File: src/rtl/mem_addr_gen_if.sv
// Handshake and address bus between the top-level sequencer and mem_addr_gen.
// The master modport is the sequencer side; the slave modport is the generator side.
interface mem_addr_gen_if #(
   parameter int LANES  = 4,
   parameter int ADDR_W = 32
);
   localparam int LW = (LANES > 1) ? $clog2(LANES) : 1;

   logic              start;
   logic [2:0]        mode;
   logic              stall;
   logic              abort;
   logic              busy;
   logic              valid;
   logic              done;
   logic [LW-1:0]     lane;
   logic              tsel;
   logic [ADDR_W-1:0] addr_a;
   logic [ADDR_W-1:0] addr_se;

   modport master (
      output start, mode, stall, abort,
      input  busy, valid, done, lane, tsel, addr_a, addr_se
   );

   modport slave (
      input  start, mode, stall, abort,
      output busy, valid, done, lane, tsel, addr_a, addr_se
   );
endinterface

File: src/rtl/mem_addr_gen.sv
// Address sequencer for the matrix-multiply datapath: walks lane/line/group counters
// over one pass and issues A-matrix and S/E addresses each non-stalled cycle.
//
// state  | meaning
// S_IDLE | waiting for start with a legal mode (1..4); outputs zero
// S_RUN  | pass in progress, one address tuple per non-stalled cycle
module mem_addr_gen #(
   parameter int N          = 1344,
   parameter int LANES      = 4,
   parameter int GROUPS     = 2,
   parameter int LINE_BYTES = 64,
   parameter int A_STRIDE   = N * 16,
   parameter int SE_STRIDE  = N * 8,
   parameter int ADDR_W     = 32
) (
   input logic             clk,
   input logic             rst_n,
   mem_addr_gen_if.slave   bus
);
   localparam int LINES  = N / LANES;
   localparam int LW     = (LANES > 1)  ? $clog2(LANES)  : 1;
   localparam int LINE_W = (LINES > 1)  ? $clog2(LINES)  : 1;
   localparam int GRP_W  = (GROUPS > 1) ? $clog2(GROUPS) : 1;

   localparam logic [ADDR_W-1:0] P_LB   = ADDR_W'(LINE_BYTES);
   localparam logic [ADDR_W-1:0] P_AS   = ADDR_W'(A_STRIDE);
   localparam logic [ADDR_W-1:0] P_SE   = ADDR_W'(SE_STRIDE);
   localparam logic [ADDR_W-1:0] P_GRP  = ADDR_W'(LANES * SE_STRIDE);

   typedef enum logic {S_IDLE, S_RUN} state_t;

   state_t            r_state, w_state_nxt;
   logic [LW-1:0]     r_lane, w_lane_nxt;
   logic [LINE_W-1:0] r_line, w_line_nxt;
   logic [GRP_W-1:0]  r_group, w_group_nxt;
   logic              r_tsel, w_tsel_nxt;
   logic [2:0]        r_mode, w_mode_nxt;
   logic              r_done, w_done_nxt;

   logic w_mode_ok, w_lane_last, w_line_last, w_group_last;

   assign w_mode_ok    = (bus.mode != 3'd0) && (bus.mode <= 3'd4);
   assign w_lane_last  = (r_lane  == LW'(LANES - 1));
   assign w_line_last  = (r_line  == LINE_W'(LINES - 1));
   assign w_group_last = (r_group == GRP_W'(GROUPS - 1));

   always_ff @(posedge clk or negedge rst_n) begin
      if (!rst_n) begin
         r_state <= S_IDLE;
         r_lane  <= '0;
         r_line  <= '0;
         r_group <= '0;
         r_tsel  <= 1'b0;
         r_mode  <= 3'd0;
         r_done  <= 1'b0;
      end else begin
         r_state <= w_state_nxt;
         r_lane  <= w_lane_nxt;
         r_line  <= w_line_nxt;
         r_group <= w_group_nxt;
         r_tsel  <= w_tsel_nxt;
         r_mode  <= w_mode_nxt;
         r_done  <= w_done_nxt;
      end
   end

   always_comb begin
      w_state_nxt = r_state;
      w_lane_nxt  = r_lane;
      w_line_nxt  = r_line;
      w_group_nxt = r_group;
      w_tsel_nxt  = r_tsel;
      w_mode_nxt  = r_mode;
      w_done_nxt  = 1'b0;
      case (r_state)
         S_IDLE: begin
            // abort beats a simultaneous start
            if (bus.start && !bus.abort && w_mode_ok) begin
               w_state_nxt = S_RUN;
               w_lane_nxt  = '0;
               w_line_nxt  = '0;
               w_group_nxt = '0;
               w_tsel_nxt  = 1'b0;
               w_mode_nxt  = bus.mode;
            end
         end
         S_RUN: begin
            if (bus.abort) begin
               w_state_nxt = S_IDLE;
            end else if (!bus.stall) begin
               w_lane_nxt = r_lane + LW'(1);
               if (w_lane_last) begin
                  w_lane_nxt = '0;
                  w_tsel_nxt = ~r_tsel;
                  w_line_nxt = r_line + LINE_W'(1);
                  if (w_line_last) begin
                     w_line_nxt  = '0;
                     w_group_nxt = r_group + GRP_W'(1);
                     if (w_group_last) begin
                        w_group_nxt = '0;
                        w_state_nxt = S_IDLE;
                        w_done_nxt  = 1'b1;
                     end
                  end
               end
            end
         end
         default: w_state_nxt = S_IDLE;
      endcase
   end

   logic [ADDR_W-1:0] w_line_x, w_lane_x, w_grp_x, w_addr_a, w_addr_se;
   logic              w_transposed, w_valid;

   assign w_valid      = (r_state == S_RUN);
   assign w_line_x     = ADDR_W'(r_line);
   assign w_lane_x     = ADDR_W'(r_lane);
   assign w_grp_x      = ADDR_W'(r_group);
   // SA and BS walk A column-wise: line selects the row, lane the byte offset
   assign w_transposed = (r_mode == 3'd2) || (r_mode == 3'd4);
   assign w_addr_a     = w_transposed ? (w_line_x * P_AS + w_lane_x * P_LB)
                                      : (w_line_x * P_LB + w_lane_x * P_AS);
   assign w_addr_se    = w_line_x * P_LB + w_lane_x * P_SE + w_grp_x * P_GRP;

   assign bus.busy    = w_valid;
   assign bus.valid   = w_valid;
   assign bus.done    = r_done;
   assign bus.tsel    = r_tsel;
   assign bus.lane    = w_valid ? r_lane    : '0;
   assign bus.addr_a  = w_valid ? w_addr_a  : '0;
   assign bus.addr_se = w_valid ? w_addr_se : '0;
endmodule

File: src/flat_wrapper.sv
// flat-port wrapper written by rule: the top's interface ports become plain ports
module mem_addr_gen_flat 
#(
   parameter int N          = 1344,
   parameter int LANES      = 4,
   parameter int GROUPS     = 2,
   parameter int LINE_BYTES = 64,
   parameter int A_STRIDE   = N * 16,
   parameter int SE_STRIDE  = N * 8,
   parameter int ADDR_W     = 32
)
  (clk, rst_n, bus_start, bus_mode, bus_stall, bus_abort, bus_busy, bus_valid, bus_done, bus_lane, bus_tsel, bus_addr_a, bus_addr_se);
  mem_addr_gen_if #(.LANES(LANES), .ADDR_W(ADDR_W)) bus_i ();
  input logic clk;
  input logic rst_n;
  input wire logic [$bits(bus_i.start)-1:0] bus_start;
  input wire logic [$bits(bus_i.mode)-1:0] bus_mode;
  input wire logic [$bits(bus_i.stall)-1:0] bus_stall;
  input wire logic [$bits(bus_i.abort)-1:0] bus_abort;
  output wire logic [$bits(bus_i.busy)-1:0] bus_busy;
  output wire logic [$bits(bus_i.valid)-1:0] bus_valid;
  output wire logic [$bits(bus_i.done)-1:0] bus_done;
  output wire logic [$bits(bus_i.lane)-1:0] bus_lane;
  output wire logic [$bits(bus_i.tsel)-1:0] bus_tsel;
  output wire logic [$bits(bus_i.addr_a)-1:0] bus_addr_a;
  output wire logic [$bits(bus_i.addr_se)-1:0] bus_addr_se;
  assign bus_i.start = bus_start;
  assign bus_i.mode = bus_mode;
  assign bus_i.stall = bus_stall;
  assign bus_i.abort = bus_abort;
  assign bus_busy = bus_i.busy;
  assign bus_valid = bus_i.valid;
  assign bus_done = bus_i.done;
  assign bus_lane = bus_i.lane;
  assign bus_tsel = bus_i.tsel;
  assign bus_addr_a = bus_i.addr_a;
  assign bus_addr_se = bus_i.addr_se;
  mem_addr_gen #(.N(N), .LANES(LANES), .GROUPS(GROUPS), .LINE_BYTES(LINE_BYTES), .A_STRIDE(A_STRIDE), .SE_STRIDE(SE_STRIDE), .ADDR_W(ADDR_W)) u_core (.clk(clk), .rst_n(rst_n), .bus(bus_i));
endmodule
File: config.mk
export PLATFORM = sky130hd
export DESIGN_NAME = mem_addr_gen_flat
export DESIGN_NICKNAME = d
export VERILOG_FILES = /design/src/rtl/mem_addr_gen_if.sv /design/src/rtl/mem_addr_gen.sv /design/src/flat_wrapper.sv
export SDC_FILE = /design/constraint.sdc
export NUM_CORES = 1
export LEC_CHECK = 0
export CAP_MARGIN = 10
export CORE_MARGIN = 2
export CORE_UTILIZATION = 53
export DETAILED_ROUTE_END_ITERATION = 8
export GPL_ROUTABILITY_DRIVEN = 0
export PLACE_DENSITY = 0.95
export SYNTH_ARGS = -nofsm -noshare
export SYNTH_HDL_FRONTEND = slang
export SYNTH_SLANG_ARGS = --single-unit
File: constraint.sdc
create_clock -name clk -period 9.1 [get_ports clk]
set_clock_uncertainty 0.1 [all_clocks]
set_input_delay 2.73 -clock clk [delete_from_list [all_inputs] [get_ports clk]]
set_output_delay 2.73 -clock clk [all_outputs]
set_load 0.005 [all_outputs]
==> out/summary.md, run 1 <==
The flow ran to the end, and the final reports show no timing, DRC or antenna violations. The max-slew violation total from the final report was 0; the number of nets still failing antenna checks after routing was 0. The number of hold buffers added after cts is 0. The final hold violation count came out at 0.

The top cell types in the final layout, fill and taps aside, are 46 x ha_1, 42 x clkdlybuf4s50_1, 37 x nand2_1. Counting along the longest clock path gives a buffer depth of 2. Entering global routing, the biggest net connects 40 pins. The clock reaches the later pin of the worst-skew pair after 250 ps. The critical path goes through ha_1 > ha_1 > inv_1 > fa_1 > inv_1 > ha_1 > o211a_1 > o31ai_1 > and2_1 > o21ai_0 > mux2i_1 > clkdlybuf4s50_1. Yosys printed 0 warnings. The first global-routing pass estimated 9.96 mm of wire. The tightest min-delay check is of the reg -> reg type.

The logs give 2350 for the number of global-route vias before repair and 137 for the DRC violation total after the first TritonRoute iteration. During I/O placement, the number of pins put on the boundary was 78. The count of fill cells added during filler insertion is 413. In this design, the stage delay of the slowest critical-path cell is 590 ps.

For the post-DP HPWL, the log shows 4.86 mm. The count of input and output buffers works out to 42. The number of antenna violations at the first check in global routing was 0; the area of the die was 5830 um2. For this run the aggregate overflow at the end of global routing stands at 0.

The multi-input combinational cells in the finished layout cover a total of 2070 um2. In this run the power density over the cells is 90.3 nW/um2. The detailed-route wire length per cell was 13.6 um.

The final period demand of the worst path came out at 6640 ps. The initial standard-cell utilization of the core came out at 54.7%. The logs give 0 for the total of max-cap violations and 151 MHz for the maximum clock frequency. Path type of the worst setup path: reg -> out.

In the global route stage, overall resource usage came out at 20.4%. The floorplan has 26 rows. The share of layout cells above drive strength 1 was 3.49%; the total wirelength of the detailed-routed design was 6.02 mm. Setup repair after global routing left no endpoint under its margin. Grouping stages by cell kind, the critical path spends the most delay in adder cells. Post-CTS repair changed the size of 0 cells.

The run gives 0 as the number of setup violations in the final report. The number of flops mapped to enable cells by yosys came out at 0. The highest fanout seen on the critical path is 9, and the number of vias in the routed layout is 2347.

The tree is rooted in a clkbuf_8. The cell count after synthesis came out at 334. Counting stages on the worst path, the most repeated cell is ha_1. Across the VDD grid, the largest voltage drop is 0.0000540 V. TritonCTS built the clock tree. Counting distinct cell types in the post-synthesis netlist gives 51. The number of buffers added for setup after CTS was 0. The tools report the launching element type of the critical path as a register. The tools report the core box area as 5070 um2.

Number of sinks handled by clock tree synthesis: 18. Of the synthesized area, sequential elements account for 16.2%. The number of optimization iterations in the first detailed-route pass was 4; the mean instance size in the synthesized netlist was 8.31 um2. The tools report the total leakage power as 1.62 nW.

The run gives 3810 ps as the endpoint arrival time on the critical path. The via-per-instance ratio works out to 5.31. In the final layout, flip-flops and latches occupy 450 um2. The signed area change from the synthesized netlist to the final layout is 14.2%. The most common cell after layout, fill and taps aside is ha_1. The clock-pin slew on the worst setup and hold paths is 70 ps.

The run gives 0 as the antenna diode instance count. The width of the chip works out to 76.4 um. The slowest stage cell on the critical path is dfrtp_1. For this run, the post-layout net count is 435.

Of all flip-flops after synthesis, the portion carrying an async set or reset was 100%. For the final routed database, the setup TNS stands at 0 ps. The most instantiated flip-flop cell in the synthesis netlist was dfrtp_1. In the routed design, unresolved DRC markers number 0.

Dividing the final minimum period by the clock period gives 73.0%. The required time at the worst-slack endpoint was 6270 ps; the buffering stage count on the worst path with inverters included was 3. The pin slew with the least headroom to its limit is 905 ps. For the worst-case headroom to the max-slew limit, the log shows 39.6%. The tools report the mapped cell area as 2780 um2.

The post-layout utilization of the core is 62.5%. From bottom edge to top edge, the die measures 76.4 um. STA classifies the critical path endpoint as a primary output.

The run gives 1 as the total number of H-tree levels. The number of clock buffers added by TritonCTS is 3. The number of synthesized register bits was 18.
-- per-layer routing --
| metal | vias to the layer above | global-route usage, % | routed length, um |
|---|---|---|---|
| li1 | 1155 | - | - |
| met1 | 1100 | 23.6 | 2460 |
| met2 | 79 | 36.9 | 3130 |
| met3 | 13 | 3.67 | 300 |
| met4 | 0 | 8.36 | 127 |
| met5 | - | 0 | 0 |
-- synthesized netlist by cell type, types with 6 or more instances --
| cell type | instances | area, um2 |
|---|---|---|
| a21o_1 | 10 | 75.1 |
| a21oi_1 | 13 | 65.1 |
| and2_1 | 13 | 81.3 |
| buf_4 | 36 | 270 |
| dfrtp_1 | 18 | 450 |
| fa_1 | 8 | 160 |
| ha_1 | 46 | 576 |
| inv_1 | 20 | 75.1 |
| nand2_1 | 37 | 139 |
| nand2b_1 | 8 | 50.1 |
| nor2_1 | 24 | 90.1 |
| o21ai_0 | 13 | 65.1 |
| xnor2_1 | 6 | 52.6 |
| xor2_1 | 11 | 96.3 |
-- cell type report --
cell class	instances	area share [%]
multi-input cells	287	65.4
flip-flops and latches	18	14.2
repair buffers	43	13.5
well taps	70	2.76
inverters	20	2.37
clock buffers	4	1.74
-- metrics by stage --
stage	instance area (um2)	setup WS [ps]	hold WS, ps	instances	power [W]
5_1_grt	3170	2240	418	442	0.000308
4_1_cts	3170	2450	408	442	0.000286
6_report	3170	2460	405	442	0.000286
3_5_place_dp	3110	2760	384	438	0.000222
3_3_place_gp	3110	2860	376	438	0.000214
2_1_floorplan	2900	3460	360	368	0.000191
-- path summary, 6_finish.rpt --
path	start	slack, ps	end	cells after the start
max	u_core.r_line[5]	2460	bus_addr_a[23]	12
min	u_core.bus.tsel	400	u_core.bus.tsel	2
max reg2reg	u_core.r_lane[1]	6590	u_core.r_line[8]	6
min reg2reg	u_core.bus.tsel	400	u_core.bus.tsel	2
max in group asynchronous	rst_n	5560	u_core.r_mode[2]	1
min in group asynchronous	rst_n	2840	u_core.bus.done	1
-- where the power goes --
part           switching [W]  internal [W]
Combinational      0.0000673     0.0000497
Sequential         0.0000164     0.0000890
Clock              0.0000253     0.0000384
-- state kept, by name, indices dropped and copies added, names as in the netlist --
register	cells
u_core.r_line	9
u_core.bus.tsel	1
u_core.r_mode	3
u_core.r_lane	2
u_core.r_group	1
u_core.bus.busy	1
u_core.bus.done	1
-- worst reg2reg max path, delay by kind of cell (launching register included) --
family                   cells  cell delay, ps
AND/OR/NAND/NOR              3            1000
flip-flops                   1             680
AO/OA/AOI/OAI                2             360
adder cells (fa/ha/maj)      1             290
-- cells by family after synthesis --
| kind of cell | count (synthesis) | synth area share [%] |
|---|---|---|
| other cells | 1 | 0.135 |
| mux | 4 | 1.53 |
| compound gates | 66 | 16.0 |
| simple gates | 111 | 20.5 |
| flops | 18 | 16.2 |
| fa+ha+maj | 54 | 26.5 |
| xor+xnor | 17 | 5.36 |
| buf+inv | 63 | 13.7 |
Power figures use the tool's default switching activity.
==> run 2, diff against run 1 <==
--- a/config.mk
+++ b/config.mk
@@ -7,10 +7,10 @@
 export LEC_CHECK = 0
 export CAP_MARGIN = 10
 export CORE_MARGIN = 2
-export CORE_UTILIZATION = 53
+export CORE_UTILIZATION = 45
 export DETAILED_ROUTE_END_ITERATION = 8
 export GPL_ROUTABILITY_DRIVEN = 0
-export PLACE_DENSITY = 0.95
+export PLACE_DENSITY = 0.89
 export SYNTH_ARGS = -nofsm -noshare
 export SYNTH_HDL_FRONTEND = slang
 export SYNTH_SLANG_ARGS = --single-unit
==> constraint.sdc (replaced) <==
create_clock -name clk -period 5.41 [get_ports clk]
set_clock_uncertainty 0.1 [all_clocks]
set_input_delay 1.623 -clock clk [delete_from_list [all_inputs] [get_ports clk]]
set_output_delay 1.623 -clock clk [all_outputs]
set_load 0.005 [all_outputs]
==> run 2 against run 1 <==
Sequential share of layout area fell by 0.37 points. Global-route usage fell by 2.9 points. Die area rose by 17%. Critical endpoint is now bus_addr_a[22]. Largest power group unchanged.
==> out/summary.md, run 2 (synthesis results as in run 1) <==
The run gives 5.77 mm (was 6.02 mm) as the total wirelength of the detailed-routed design. The run gives 18 (unchanged) as the number of sinks handled by clock tree synthesis. The count of input and output buffers is 42 (unchanged). The root cell of the clock tree was clkbuf_8 (unchanged).

Endpoint arrival time on the critical path: 3570 ps (was 3810 ps). The final period demand of the worst path works out to 5290 ps. The final hold violation count is 0 (unchanged), and the power density over cell area is 149 nW/um2 (was 90.3 nW/um2). The tools report the number of setup violations in the final report as 0 (unchanged). Signed area change from the synthesized netlist to the final layout: 17.2% (was 14.2%). The slowest stage cell on the critical path is fa_1 (was dfrtp_1). The tools report the area of the die as 6810 um2 (was 5830 um2). Max-slew violation total from the final report: 0 (unchanged).

The summed negative setup slack over all endpoints is 0 ps (unchanged). The path type of the worst setup path is reg -> out (unchanged). The total power of the final layout came out at 0.000486 W (was 0.000286 W). The tools report the sequential group share of total power as 37.3% (was 36.8%). The global-route total usage across every layer is 17.5% (was 20.4%), and the number of top-level pins is 78 (unchanged). The number of antenna violations at the first check in global routing was 0 (unchanged). The end of the worst register-to-register path is u_core.r_line[8] (unchanged). The flip-flop count of the largest register, all copies and words added came out at 9 (unchanged). The number of global-route vias before repair is 2170 (was 2350). TritonCTS built the clock tree. The count of cells resized by post-cts repair is 0 (unchanged). Most common cell after layout, fill and taps aside: ha_1 (unchanged). The register ranked first by flip-flop count is u_core.r_line (unchanged).

Launching element type of the critical path: a register (unchanged). The number of vias in the routed layout is 2324 (was 2347), and the die span in y is 82.6 um (was 76.4 um). The buffering stage count on the worst path with inverters included was 2 (was 3); the total of max-cap violations was 0 (unchanged). The DRC violation total after the first TritonRoute iteration was 101 (was 137); the hold-critical path depth was 2 (unchanged). The number of hold buffers added after cts was 0 (unchanged); the number of placed cells counting well taps was 448 (was 438).

The logs give 260 ps (was 250 ps) for the clock latency on the worst-skew pair and 2 (unchanged) for the clock tree buffer depth. Cells traversed along the worst timing path: buf_4 > ha_1 > ha_1 > fa_1 > ha_4 > o21ai_0 > o21bai_1 > nand4_1 > a21o_1 > a21oi_1 > clkdlybuf4s50_1 (was ha_1 > ha_1 > inv_1 > fa_1 > inv_1 > ha_1 > o211a_1 > o31ai_1 > and2_1 > o21ai_0 > mux2i_1 > clkdlybuf4s50_1). The number of buffers added for setup after CTS is 0 (unchanged). Setup repair after global routing left no endpoint under its margin. The logs give 0.000302 W (was 0.000177 W) for the cell internal power dissipation and 440 (was 435) for the final net count. Endpoint kind of the worst setup timing path: a primary output (unchanged). The run gives 39.6% (was 40.9%) as the fraction of power consumed by combinational cells. The number of core rows was 28 (was 26); the post-DP HPWL was 4.66 mm (was 4.86 mm). The number of optimization iterations in the first detailed-route pass was 4 (unchanged).

The run gives 46.6% (was 54.7%) as the initial standard-cell utilization of the core. Most frequent cells in the layout: 43 x ha_1, 42 x clkdlybuf4s50_1, 37 x nand2_1 (was 46 x ha_1, 42 x clkdlybuf4s50_1, 37 x nand2_1). The tools report the worst reg-to-reg setup slack as 2700 ps (was 6590 ps). The highest fanout seen on the critical path came out at 8 (was 9). The leftover overflow at the end of global routing is 0 (unchanged). Setup slack after placement: 379 ps (was 2760 ps).

The tools report the required time at the worst-slack endpoint as 3690 ps (was 6270 ps). The width of the chip is 82.6 um (was 76.4 um), and the antenna diode instance count is 0 (unchanged). The total leakage power is 1.64 nW (was 1.62 nW). The run gives 3250 um2 (was 3170 um2) as the post-route cell area.

Cell repeated most along the worst path: ha_1 (unchanged). The share of layout cells above drive strength 1 was 5.84% (was 3.49%). The kind of path behind the tightest hold check is reg -> reg (unchanged). The number of non-filler instances in the completed layout was 452 (was 442). Detailed-route wire length per cell: 12.8 um (was 13.6 um). The clock-pin slew on the worst setup and hold paths is 70 ps (about the same). Of the available clock period, the critical path in the final layout requires 97.8%.

The source of the worst hold timing path is u_core.r_mode[1] (was u_core.bus.tsel). The final worst setup slack is 118 ps (was 2460 ps). The largest net degree at the start of global routing is 40 (unchanged), and the residual DRC count is 0 (unchanged). The total number of H-tree levels was 1 (unchanged); the peak per-stage delay on the critical path was 540 ps (was 590 ps). The via-per-instance ratio was 5.14 (was 5.31).

Total CTS buffers: 3 (unchanged). Largest vdd supply drop: 0.000105 V (was 0.0000540 V). The run finished with clean final reports.

The end point of the most critical hold path is u_core.r_mode[1] (was u_core.bus.tsel). The pin slew with the least headroom to its limit works out to 985 ps (was 905 ps). The run gives 34.3% (was 39.6%) as the worst-case headroom to the max-slew limit. Top cell family by delay on the critical path: adder cells (unchanged). The tools report the switching power as 0.000185 W (was 0.000109 W). The cell depth of the worst flop-to-flop path was 5 (was 6); the instance area after placement was 3160 um2 (was 3110 um2).

The number of nets still failing antenna checks after routing came out at 0 (unchanged). The wire length of the first global-routing pass is 9.38 mm (was 9.96 mm). The clock network fraction of total power was 23.1% (was 22.3%). Core box area: 5960 um2 (was 5070 um2). The startpoint of the worst register-to-register path is u_core.bus.busy (was u_core.r_lane[1]). Largest registers: u_core.r_line (9), u_core.r_mode (3), u_core.r_lane (2) (unchanged).

For this run, the top clock speed supported by timing is 189 MHz. The proportion of total power due to net switching came out at 38.0% (was 38.1%).
==> run 2: cell count changes in the layout (fill, tap and decap cells not counted) <==
cell	change
o21ai_2	+1
ha_1	-3
o21ai_0	-1
ha_4	+3
buf_4	+5
==> run 2: cell type report <==
cell class / count / area, um2
well taps: 75 / 93.8
inverters: 20 / 75.1
flip-flops and latches: 18 / 450
clock buffers: 4 / 55.1
repair buffers: 48 / 465
fillers: 531 / 2700
multi-input cells: 287 / 2110
==> run 2: through the flow <==
stage	hold WS [ps]	util, %
2_1_floorplan	360	-
3_3_place_gp	377	53.0
3_5_place_dp	389	53.0
4_1_cts	408	53.9
5_1_grt	441	54.6
6_report	403	54.6
==> run 2: power by group through the flow <==
stage | sequential, W | clock [W] | combinational (W)
2_1_floorplan | 0.000171 | 0 | 0.000150
3_3_place_gp | 0.000183 | 0 | 0.000179
3_5_place_dp | 0.000184 | 0 | 0.000188
4_1_cts | 0.000182 | 0.000113 | 0.000189
5_1_grt | 0.000185 | 0.000117 | 0.000220
6_report | 0.000181 | 0.000112 | 0.000193
==> run 2: layer usage <==
layer	GRT usage, %	up-vias	part of all wire, %
li1	-	1162	-
met1	19.8	1083	41
met2	33.1	65	52
met3	2.17	14	3.6
met4	6.23	0	2.5
met5	0	-	0
==> run 2: worst reg2reg max path, delay by kind of cell (launching register included) <==
family	cells	cell delay [ps]
simple gates	3	1200
flops	1	990
compound gates	2	350
==> run 2: worst max path at each step <==
stage	startpoint	end	slack [ps]	cells past startpoint
after global routing	u_core.r_line[3]	bus_addr_a[22]	2	11
after detailed placement	u_core.r_line[3]	bus_addr_a[22]	380	11
final	u_core.r_line[3]	bus_addr_a[22]	120	11
after CTS	u_core.r_line[4]	bus_addr_a[23]	80	12
after floorplan	u_core.r_line[5]	bus_addr_a[23]	880	11
after global placement	u_core.r_line[4]	bus_addr_a[23]	430	12
==> run 3, diff against run 2 <==
--- a/config.mk
+++ b/config.mk
@@ -7,10 +7,12 @@
 export LEC_CHECK = 0
 export CAP_MARGIN = 10
 export CORE_MARGIN = 2
-export CORE_UTILIZATION = 45
+export CORE_UTILIZATION = 46
+export CTS_BUF_LIST = sky130_fd_sc_hd__clkbuf_4 sky130_fd_sc_hd__clkbuf_8
 export DETAILED_ROUTE_END_ITERATION = 8
 export GPL_ROUTABILITY_DRIVEN = 0
-export PLACE_DENSITY = 0.89
+export PLACE_DENSITY = 0.9
+export SKIP_LAST_GASP = 1
 export SYNTH_ARGS = -nofsm -noshare
 export SYNTH_HDL_FRONTEND = slang
 export SYNTH_SLANG_ARGS = --single-unit
==> run 3 against run 2 <==
Sequential power about the same. Critical path type unchanged. Clock power is essentially flat. Cell count is the same. Global-route usage grew 0.59 points. Via count increased by 3.0%. Largest power group unchanged. Non-clock buffer count did not move. Fmax fell by 0.35%. Final area is 1.1% lower. Sequential share of layout area grew 0.15 points. Highest routed layer unchanged. Critical path depth increased by 1. First-iteration DRC count increased by 61%.
==> out/summary.md, run 3 (synthesis results as in run 1) <==
The flow ran to the end, and the final reports show no timing, DRC or antenna violations. The number of top-level pins is 78 (unchanged), and the maximum clock frequency is 188 MHz (was 189 MHz). The share of layout cells above drive strength 1 came out at 5.31% (was 5.84%).

The required time at the worst-slack endpoint is 3690 ps (about the same). Top cell family by delay on the critical path: adder cells (unchanged). The power density over cell area works out to 151 nW/um2 (was 149 nW/um2). Cells traversed along the worst timing path: ha_1 > ha_1 > inv_1 > fa_1 > inv_1 > ha_2 > o211a_1 > o31ai_1 > and2_1 > o21ai_1 > mux2i_1 > clkdlybuf4s50_1 (was buf_4 > ha_1 > ha_1 > fa_1 > ha_4 > o21ai_0 > o21bai_1 > nand4_1 > a21o_1 > a21oi_1 > clkdlybuf4s50_1). Most frequent cells in the layout: 45 x ha_1, 42 x clkdlybuf4s50_1, 37 x nand2_1 (was 43 x ha_1, 42 x clkdlybuf4s50_1, 37 x nand2_1). The part of the cycle the worst path needs works out to 98.2% (was 97.8%).

The total wirelength of the detailed-routed design came out at 5.98 mm (was 5.77 mm). The leftover overflow at the end of global routing was 0 (unchanged); the global-route met1 utilization was 20.9% (was 19.8%). For the met2 usage, the log shows 35.2% (was 33.1%).

The pin slew with the least headroom to its limit came out at 1030 ps (was 985 ps). Cell depth of the worst flop-to-flop path: 5 (unchanged). The flip-flop count of the largest register, all copies and words added is 9 (unchanged). The endpoint arrival time on the critical path is 3590 ps (was 3570 ps), and the total leakage power is 1.65 nW (was 1.64 nW).

The kind of path behind the tightest hold check was reg -> reg (unchanged). The post-layout utilization of the core is 54.7% (was 54.6%). The total of max-cap violations is 0 (unchanged). Peak per-stage delay on the critical path: 530 ps (was 540 ps).

The setup slack after placement is 329 ps (was 379 ps). The width of the chip is 81.7 um (was 82.6 um), and the signed area change from the synthesized netlist to the final layout is 16.0% (was 17.2%). The run gives 5890 um2 (was 5960 um2) as the core box area. The logs give 18.0% (was 17.5%) for the global-route total usage across every layer and 0 (unchanged) for the number of setup violations in the final report. The summed negative setup slack over all endpoints was 0 ps (unchanged). The worst-case headroom to the max-slew limit was 31.1% (was 34.3%). The highest fanout seen on the critical path is 6 (was 8), and the number of hold buffers added after cts is 0 (unchanged). The slowest stage cell on the critical path is fa_1 (unchanged). The highest-utilization routing layer at the global route stage was met2 (unchanged). The number of nets still failing antenna checks after routing is 0 (unchanged). The tools report the source of the worst hold timing path as u_core.r_mode[2] (was u_core.r_mode[1]). The tools report the endpoint kind of the worst setup timing path as a primary output (unchanged). The number of sinks handled by clock tree synthesis is 18 (unchanged), and the buffering stage count on the worst path with inverters included is 3 (was 2). For the wire length of the first global-routing pass, the log shows 9.64 mm (was 9.38 mm). The path type of the worst setup path was reg -> out (unchanged). The total CTS buffers came out at 3 (unchanged).

The most common cell after layout, fill and taps aside was ha_1 (unchanged). The end point of the most critical hold path was u_core.r_mode[2] (was u_core.r_mode[1]). The tools report the area of the die as 6670 um2 (was 6810 um2).

The hold-critical path depth works out to 2 (unchanged). The number of antenna violations at the first check in global routing was 0 (unchanged); the final period demand of the worst path was 5310 ps (was 5290 ps). The launching element type of the critical path was a register (unchanged). The logs give 1.43% (was 2.17%) for the met3 global-route usage and 0 (unchanged) for the residual DRC count. The tools report the number of vias in the routed layout as 2393 (was 2324).

The final worst setup slack was 99.0 ps (was 118 ps); the initial standard-cell utilization of the core was 47.2% (was 46.6%). The number of optimization iterations in the first detailed-route pass came out at 4 (unchanged). Final net count: 440 (unchanged). The largest net degree at the start of global routing was 40 (unchanged); the detailed-route wire length per cell was 13.2 um (was 12.8 um). The tools report the number of non-filler instances in the completed layout as 452 (unchanged). The largest vdd supply drop was 0.0000994 V (was 0.000105 V).

The antenna diode instance count is 0 (unchanged). The origin of the worst setup path was u_core.r_line[4] (was u_core.r_line[3]). The number of global-route vias before repair came out at 2189 (was 2170). DRC violation total after the first TritonRoute iteration: 163 (was 101).

The register ranked first by flip-flop count was u_core.r_line (unchanged). The max-slew violation total from the final report is 0 (unchanged), and the via-per-instance ratio is 5.29 (was 5.14). TritonCTS built the clock tree. The die span in y was 81.7 um (was 82.6 um).

Number of placed cells counting well taps: 448 (unchanged). The root cell of the clock tree was clkbuf_8 (unchanged). Worst reg-to-reg setup slack: 2650 ps (was 2700 ps).

The tools report the end of the worst register-to-register path as u_core.r_line[8] (unchanged). The logs give 4.83 mm (was 4.66 mm) for the post-DP HPWL and 2 (unchanged) for the clock tree buffer depth. The clock-pin slew on the worst setup and hold paths was 70 ps (about the same); the final hold violation count was 0 (unchanged). The tools report the startpoint of the worst register-to-register path as u_core.bus.busy (unchanged).

Clock latency on the worst-skew pair: 260 ps (about the same). Setup repair after global routing left no endpoint under its margin. The total number of H-tree levels is 1 (unchanged), and the count of input and output buffers is 42 (unchanged). The number of core rows is 28 (unchanged). Largest registers: u_core.r_line (9), u_core.r_mode (3), u_core.r_lane (2) (unchanged).
## run 3: cell type report
| cell class | instances | area [um2] |
|---|---|---|
| Clock buffer | 4 | 55.1 |
| Fill cell | 517 | 2670 |
| Inverter | 20 | 75.1 |
| Multi-Input combinational cell | 287 | 2080 |
| Sequential cell | 18 | 450 |
| Tap cell | 75 | 93.8 |
| Timing Repair Buffer | 48 | 465 |
## run 3: how the worst max path moves through the flow
stage | slack [ps] | depth (start not counted) | end
finish | 100 | 12 | bus_addr_a[23]
global route | 10 | 11 | bus_addr_a[21]
CTS | 50 | 12 | bus_addr_a[23]
detailed placement | 330 | 12 | bus_addr_a[23]
global placement | 420 | 12 | bus_addr_a[23]
floorplan | 880 | 11 | bus_addr_a[23]
## run 3: report_power, final
part	total (W)	internal (W)	leakage (nW)	switching (W)
combinational	0.000190	0.0000851	1.38	0.000105
sequential	0.000182	0.000150	0.243	0.0000325
clock	0.000113	0.0000649	0.0288	0.0000485
## run 3: what timing repair did
item / 4_1_cts / 5_1_grt
resized for setup: 0 / 3
endpoints found under the hold margin: 0 / 0
buffers inserted: 0 / 0
endpoints found under the setup margin: 0 / 3
## run 3: routing by layer
metal | up-vias | part of all wire (%) | routed length, um
li1 | 1170 | - | -
met1 | 1136 | 41 | 2470
met2 | 79 | 53 | 3170
met3 | 8 | 4.2 | 253
met4 | 0 | 1.4 | 84
met5 | - | 0 | 0
## run 3: stage by stage
stage	power (W)	hold slack [ps]	cell area, um2
2_1_floorplan	0.000321	360	2900
3_3_place_gp	0.000363	377	3160
3_5_place_dp	0.000373	385	3160
4_1_cts	0.000482	401	3210
5_1_grt	0.000519	427	3220
6_report	0.000485	398	3220
## run 3: worst register-to-register path, delay by kind of cell (launching register included)
family	cells	cell delay [ps]
flops	1	1020
simple gates	3	1200
compound gates	2	360
